===== config.mk =====
export PLATFORM = sky130hd
export DESIGN_NAME = axilmaster
export DESIGN_NICKNAME = d
export VERILOG_FILES = /design/src/rtl/axilmaster.sv
export SDC_FILE = /design/constraint.sdc
export NUM_CORES = 1
export LEC_CHECK = 0
export CAP_MARGIN = 20
export CORE_MARGIN = 1
export CORE_UTILIZATION = 43
export CTS_CLUSTER_DIAMETER = 40
export CTS_CLUSTER_SIZE = 20
export DETAILED_ROUTE_END_ITERATION = 10
export PLACE_DENSITY = 0.81
export SYNTH_ARGS = -nofsm -noshare
export SYNTH_HDL_FRONTEND = slang
export SYNTH_SLANG_ARGS = --single-unit

===== constraint.sdc =====
create_clock -name M_AXI_ACLK -period 4.3 [get_ports M_AXI_ACLK]
set_input_delay 1.29 -clock M_AXI_ACLK [delete_from_list [all_inputs] [get_ports M_AXI_ACLK]]
set_output_delay 1.29 -clock M_AXI_ACLK [all_outputs]
set_load 0.05 [all_outputs]

===== src/rtl/axilmaster.sv =====
// axilmaster: single-outstanding AXI4-Lite initiator driven by a valid/ready command port.
module axilmaster #(
  parameter int ADDR_W = 5,
  parameter int TIMEOUT = 255
) (
  input  logic              M_AXI_ACLK,
  input  logic              M_AXI_ARESET,
  input  logic              i_cmd_valid,
  output logic              o_cmd_ready,
  input  logic              i_cmd_we,
  input  logic [ADDR_W-1:0] i_cmd_addr,
  input  logic [31:0]       i_cmd_wdata,
  input  logic [3:0]        i_cmd_wstrb,
  output logic              o_rsp_valid,
  input  logic              i_rsp_ready,
  output logic [31:0]       o_rsp_data,
  output logic [1:0]        o_rsp_resp,
  output logic              o_rsp_we,
  output logic              o_timeout,
  output logic              M_AXI_AWVALID,
  input  logic              M_AXI_AWREADY,
  output logic [ADDR_W-1:0] M_AXI_AWADDR,
  output logic [2:0]        M_AXI_AWPROT,
  output logic              M_AXI_WVALID,
  input  logic              M_AXI_WREADY,
  output logic [31:0]       M_AXI_WDATA,
  output logic [3:0]        M_AXI_WSTRB,
  input  logic              M_AXI_BVALID,
  output logic              M_AXI_BREADY,
  input  logic [1:0]        M_AXI_BRESP,
  output logic              M_AXI_ARVALID,
  input  logic              M_AXI_ARREADY,
  output logic [ADDR_W-1:0] M_AXI_ARADDR,
  output logic [2:0]        M_AXI_ARPROT,
  input  logic              M_AXI_RVALID,
  output logic              M_AXI_RREADY,
  input  logic [31:0]       M_AXI_RDATA,
  input  logic [1:0]        M_AXI_RRESP
);
  localparam logic [2:0] IDLE = 3'd0, WADDR = 3'd1, WRESP = 3'd2, RADDR = 3'd3, RDATA = 3'd4, RSP = 3'd5;
  localparam logic [15:0] LIM = 16'(TIMEOUT);
  logic [2:0] state, nxt;
  logic [ADDR_W-1:0] addr;
  logic [15:0] cnt;
  logic acc, aw_hs, w_hs, b_hs, ar_hs, r_hs, busy;
  assign acc   = o_cmd_ready && i_cmd_valid;
  assign aw_hs = M_AXI_AWVALID && M_AXI_AWREADY;
  assign w_hs  = M_AXI_WVALID && M_AXI_WREADY;
  assign b_hs  = M_AXI_BREADY && M_AXI_BVALID;
  assign ar_hs = M_AXI_ARVALID && M_AXI_ARREADY;
  assign r_hs  = M_AXI_RREADY && M_AXI_RVALID;
  assign busy  = state inside {WADDR, WRESP, RADDR, RDATA};
  assign M_AXI_AWADDR  = addr;
  assign M_AXI_ARADDR  = addr;
  assign M_AXI_AWPROT  = 3'b000;
  assign M_AXI_ARPROT  = 3'b000;
  assign M_AXI_ARVALID = state == RADDR;
  assign M_AXI_BREADY  = state == WRESP;
  assign M_AXI_RREADY  = state == RDATA;
  assign o_rsp_valid   = state == RSP;
  always_comb begin
    nxt = state;
    case (state)
      IDLE:    nxt = acc ? (i_cmd_we ? WADDR : RADDR) : IDLE;
      WADDR:   nxt = ((M_AXI_AWVALID && !M_AXI_AWREADY) || (M_AXI_WVALID && !M_AXI_WREADY)) ? WADDR : WRESP;
      WRESP:   nxt = b_hs ? RSP : WRESP;
      RADDR:   nxt = ar_hs ? RDATA : RADDR;
      RDATA:   nxt = r_hs ? RSP : RDATA;
      RSP:     nxt = i_rsp_ready ? IDLE : RSP;
      default: nxt = IDLE;
    endcase
  end
  // o_cmd_ready is registered from the next state so no input reaches it combinationally
  always_ff @(posedge M_AXI_ACLK or posedge M_AXI_ARESET) begin
    if (M_AXI_ARESET) begin
      state         <= IDLE;
      o_cmd_ready   <= 1'b0;
      M_AXI_AWVALID <= 1'b0;
      M_AXI_WVALID  <= 1'b0;
      addr          <= '0;
      M_AXI_WDATA   <= '0;
      M_AXI_WSTRB   <= '0;
      o_rsp_we      <= 1'b0;
      o_rsp_data    <= '0;
      o_rsp_resp    <= '0;
      cnt           <= '0;
      o_timeout     <= 1'b0;
    end else begin
      state       <= nxt;
      o_cmd_ready <= nxt == IDLE;
      if (acc) begin
        addr          <= i_cmd_addr & ~ADDR_W'(3);
        M_AXI_WDATA   <= i_cmd_wdata;
        M_AXI_WSTRB   <= i_cmd_wstrb;
        o_rsp_we      <= i_cmd_we;
        M_AXI_AWVALID <= i_cmd_we;
        M_AXI_WVALID  <= i_cmd_we;
        cnt           <= '0;
        o_timeout     <= 1'b0;
      end else begin
        if (aw_hs) M_AXI_AWVALID <= 1'b0;
        if (w_hs) M_AXI_WVALID <= 1'b0;
        if (busy && cnt != LIM) begin
          cnt <= cnt + 16'd1;
          if (cnt + 16'd1 == LIM) o_timeout <= 1'b1;
        end
      end
      if (b_hs) begin
        o_rsp_resp <= M_AXI_BRESP;
        o_rsp_data <= '0;
      end
      if (r_hs) begin
        o_rsp_resp <= M_AXI_RRESP;
        o_rsp_data <= M_AXI_RDATA;
      end
    end
  end
endmodule

==> results_tabular.tex <==
\begin{tabular}{lr}
\hline
Metric & Value \\
\hline
\multicolumn{2}{l}{\textbf{Global route}} \\
\quad Initial antenna violation count & 0 \\
\quad First-pass GRT wire length & 16900 um \\
\quad Congestion Overflow GR & 0 \\
\quad Overall fraction of global-route tracks in use & 21.2\% \\
\quad Via count of the first global-routing pass & 3532 \\
\quad Pin count of the biggest net entering global routing & 57 \\
\multicolumn{2}{l}{\textbf{Placed design}} \\
\quad Number of input and output port buffers inserted & 169 \\
\quad Weighted congestion reported at the end of routability-driven placement & 0.830 \\
\quad HPWL after detailed placement & 7640 um \\
\multicolumn{2}{l}{\textbf{Synthesis}} \\
\quad Avg Cell Area, Syn & 9.94 um2 \\
\quad Number of cells produced by synthesis & 427 \\
\quad Yosys warning count & 0 \\
\quad Post-synth ARST share & 100\% \\
\quad Number of distinct standard cells referenced by the synthesized netlist & 40 \\
\quad Most used flip-flop cell after synthesis & sky130\_fd\_sc\_hd\_\_dfrtp\_1 \\
\quad Number of enable-type register cells in the synthesized netlist & 0 \\
\quad \#FFs+latches synth & 97 \\
\quad Post-synthesis sequential area ratio & 57.2\% \\
\quad Syn Std Cell Area & 4240 um2 \\
\multicolumn{2}{l}{\textbf{Timing}} \\
\quad Worst slew margin relative to its limit & 48.6\% \\
\quad Maximum achievable frequency & 277 MHz \\
\quad Max-slew violation count & 0 \\
\quad Number of failing hold endpoints at the final stage & 0 \\
\quad Setup repair after global routing missed its margin & no \\
\quad Worst Skew & 0.0139 ns \\
\quad Crit path time final & 3.61 ns \\
\quad Final period util & 83.9\% \\
\quad Actual slew at the worst max-slew pin & 0.765 ns \\
\quad Setup total negative slack & 0 ns \\
\quad Final number of setup-violating endpoints & 0 \\
\quad Worst hold margin & 0.476 ns \\
\multicolumn{2}{l}{\textbf{Power}} \\
\quad Power per cell area & 782 nW/um2 \\
\quad VDD IR-drop max & 486 uV \\
\quad Leak Pwr & 0.00287 uW \\
\multicolumn{2}{l}{\textbf{Job}} \\
\quad Count of max-cap constraint violations & 0 \\
\multicolumn{2}{l}{\textbf{Clock tree}} \\
\quad Root buffer selected by CTS & sky130\_fd\_sc\_hd\_\_clkbuf\_8 \\
\quad CTS hold repair buffers & 0 \\
\quad H-tree levels & 3 \\
\quad Post-CTS repair timing setup buffer count & 0 \\
\quad Maximum buffer depth of the clock tree & 2 \\
\quad Count of instances resized after the clock tree is built & 0 \\
\quad CTS tree & built \\
\quad Clock sink total & 97 \\
\quad Clock insertion delay at the later pin of the skew report & 0.37 ns \\
\quad Total CTS buffers & 9 \\
\quad Clock transition at the register clock pins on the worst setup and hold paths after CTS & 0.10 ns \\
\multicolumn{2}{l}{\textbf{Floorplanning}} \\
\quad Io pins & 182 \\
\quad Die Area & 10300 um2 \\
\quad Horiz. Die Dim & 101 um \\
\quad Total core area & 9420 um2 \\
\quad Floorplan row count & 35 \\
\quad Initial Utilization & 45.1\% \\
\quad Die height & 101 um \\
\multicolumn{2}{l}{\textbf{Critical path}} \\
\quad Buffer and inverter count on the worst path & 1 \\
\quad Delay of the slowest cell on the worst path & 0.93 ns \\
\quad Slowest CP cell & sky130\_fd\_sc\_hd\_\_clkdlybuf4s50\_1 \\
\quad Category of the critical setup timing path & flip-flop to output port \\
\quad Data arrival time of the worst path & 2.32 ns \\
\quad Required time of the critical path & 3.01 ns \\
\quad Max Fanout on Critical Path & 12 \\
\quad Critical path startpoint category & flip-flop \\
\quad Worst-path cell chain & nor3\_1 > clkdlybuf4s50\_1 \\
\quad Sort of element at the end of the critical path & output port \\
\quad Top cell family by delay on the critical path & buffers and inverters \\
\multicolumn{2}{l}{\textbf{Finish}} \\
\quad Fraction of layout instances using a drive strength above 1 & 6.27\% \\
\quad Number of nets in the final layout & 674 \\
\quad Area added between synthesis and finish & 46.3\% \\
\quad Area occupied by multi-input gates & 1610 um2 \\
\quad Number of fill cells & 727 \\
\quad Area taken by flip-flops and latches & 2430 um2 \\
\quad Antenna diodes & 0 \\
\multicolumn{2}{l}{\textbf{Routing}} \\
\quad DRC violation count after routing & 0 \\
\quad Via Count & 3581 \\
\quad DRT antenna net count & 0 \\
\quad Wire length per cell after detailed routing & 14.8 um \\
\quad Detailed Route WL & 10600 um \\
\quad Number of vias per cell & 4.98 \\
\quad Drt initial violations & 177 \\
\quad TritonRoute pass-1 iters & 4 \\
\multicolumn{2}{l}{\textbf{Worst hold path}} \\
\quad Hold/Removal Path Class & flip-flop to flip-flop \\
\multicolumn{2}{l}{\textbf{Status}} \\
\quad Status & finished clean \\
\hline
\end{tabular}
## report_power, final
part / internal [uW] / switching, uW
combinational: 931 / 1850
clock: 239 / 339
sequential: 1260 / 235
## layout make-up
type                    instances  share of cell area [%]
clock buffers                  10                    2.22
clock inverters                 6                   0.988
repair buffers                176                    28.6
inverters                       7                   0.444
flip-flops and latches         97                    39.1
well taps                     129                    2.60
multi-input cells             294                    26.0
## through the flow
step / total power [uW] / worst slack [ns] / area, um2 / cells / utilization (%)
4_1_cts: 4890 / 0.684 / 6180 / 718 / 65.6
6_report: 4850 / 0.693 / 6210 / 719 / 65.9
5_1_grt: 5100 / 0.599 / 6210 / 719 / 65.9
3_3_place_gp: 4230 / 1.09 / 5980 / 702 / 63.5
3_5_place_dp: 4290 / 1.11 / 5980 / 702 / 63.5
2_1_floorplan: 3340 / 0.476 / 4280 / 436 / -
## logic make-up (layout without fill, tap and decap cells)
logic type,Yosys count,after routing,synth area share (%)
fa+ha+maj,2,2,0.590
xor+xnor,19,19,3.92
other cells,1,10,0.0884
buf+inv,45,199,5.81
simple gates,207,207,21.7
compound gates,53,53,10.0
mux,3,3,0.708
flops,97,97,57.2
## tightest hold or removal path: stages (launching register included)
cell and delay (ns):
sky130_fd_sc_hd__dfrtp_1 0.35, sky130_fd_sc_hd__nand2_1 0.05, sky130_fd_sc_hd__nand2_1 0.05
## final timing paths
| check | startpoint | end | slack [ns] | cells after the start |
|---|---|---|---|---|
| worst max-delay path | state[0] | M_AXI_BREADY | 0.69 | 2 |
| worst min-delay path | M_AXI_WDATA[25] | M_AXI_WDATA[25] | 0.48 | 2 |
| worst max register to register | cnt[1] | cnt[12] | 1.78 | 6 |
| worst min register to register | M_AXI_WDATA[25] | M_AXI_WDATA[25] | 0.48 | 2 |
| max in group asynchronous | M_AXI_ARESET | M_AXI_ARADDR[2] | 2.43 | 4 |
| min in group asynchronous | M_AXI_ARESET | o_rsp_data[8] | 1.11 | 2 |
## cell usage after synthesis (4+ instances only)
cell type	instances	share of area, %
sky130_fd_sc_hd__nand2_1	132	12
sky130_fd_sc_hd__dfrtp_1	97	57
sky130_fd_sc_hd__a22o_1	32	6.6
sky130_fd_sc_hd__nor2_1	28	2.5
sky130_fd_sc_hd__clkbuf_1	16	1.4
sky130_fd_sc_hd__xor2_1	16	3.3
sky130_fd_sc_hd__buf_4	13	2.3
sky130_fd_sc_hd__nand4_1	10	1.5
sky130_fd_sc_hd__nand3_2	8	1.9
sky130_fd_sc_hd__inv_1	7	0.62
sky130_fd_sc_hd__nand3_1	6	0.71
sky130_fd_sc_hd__nor3_1	6	0.71
sky130_fd_sc_hd__o21ai_0	6	0.71
sky130_fd_sc_hd__a21oi_1	4	0.47
sky130_fd_sc_hd__buf_1	4	0.35
sky130_fd_sc_hd__nand2b_1	4	0.59
## placed cells by master (no fill, tap or decap), types with 2 or more instances in the layout
cell	n
sky130_fd_sc_hd__clkdlybuf4s50_1	169
sky130_fd_sc_hd__or3_1	2
sky130_fd_sc_hd__nand3_1	6
sky130_fd_sc_hd__a21oi_1	3
sky130_fd_sc_hd__xnor2_1	3
sky130_fd_sc_hd__buf_4	5
sky130_fd_sc_hd__nand2_1	132
sky130_fd_sc_hd__xor2_1	16
sky130_fd_sc_hd__inv_1	6
sky130_fd_sc_hd__nand4_1	10
sky130_fd_sc_hd__ha_1	2
sky130_fd_sc_hd__dfrtp_1	97
sky130_fd_sc_hd__nor2_1	28
sky130_fd_sc_hd__o31ai_1	2
sky130_fd_sc_hd__nor3_1	6
sky130_fd_sc_hd__a22o_1	32
sky130_fd_sc_hd__o21ai_0	6
sky130_fd_sc_hd__nor4_1	2
sky130_fd_sc_hd__nand2b_1	4
sky130_fd_sc_hd__clkbuf_8	10
sky130_fd_sc_hd__conb_1	10
sky130_fd_sc_hd__clkinv_4	2
sky130_fd_sc_hd__nand3_2	8
sky130_fd_sc_hd__or4_1	3
sky130_fd_sc_hd__and2_1	2
sky130_fd_sc_hd__mux2i_1	3
## flip-flops by register name, summed over array words and instances, names as in the netlist
name,cells
M_AXI_WDATA,32
o_rsp_data,32
cnt,16
M_AXI_WSTRB,4
M_AXI_ARADDR,3
state,3
o_rsp_resp,2
M_AXI_AWVALID,1
M_AXI_WVALID,1
o_cmd_ready,1
o_rsp_we,1
o_timeout,1
## per-layer routing
layer | vias to the layer above | wire, um | GRT usage, %
met5 | - | 0 | 0
met4 | 0 | 142 | 7.47
met3 | 13 | 879 | 6.69
met2 | 145 | 5320 | 35.7
met1 | 1714 | 4270 | 25.8
li1 | 1709 | - | -
Note: power is estimated with default switching activity, not from simulation.
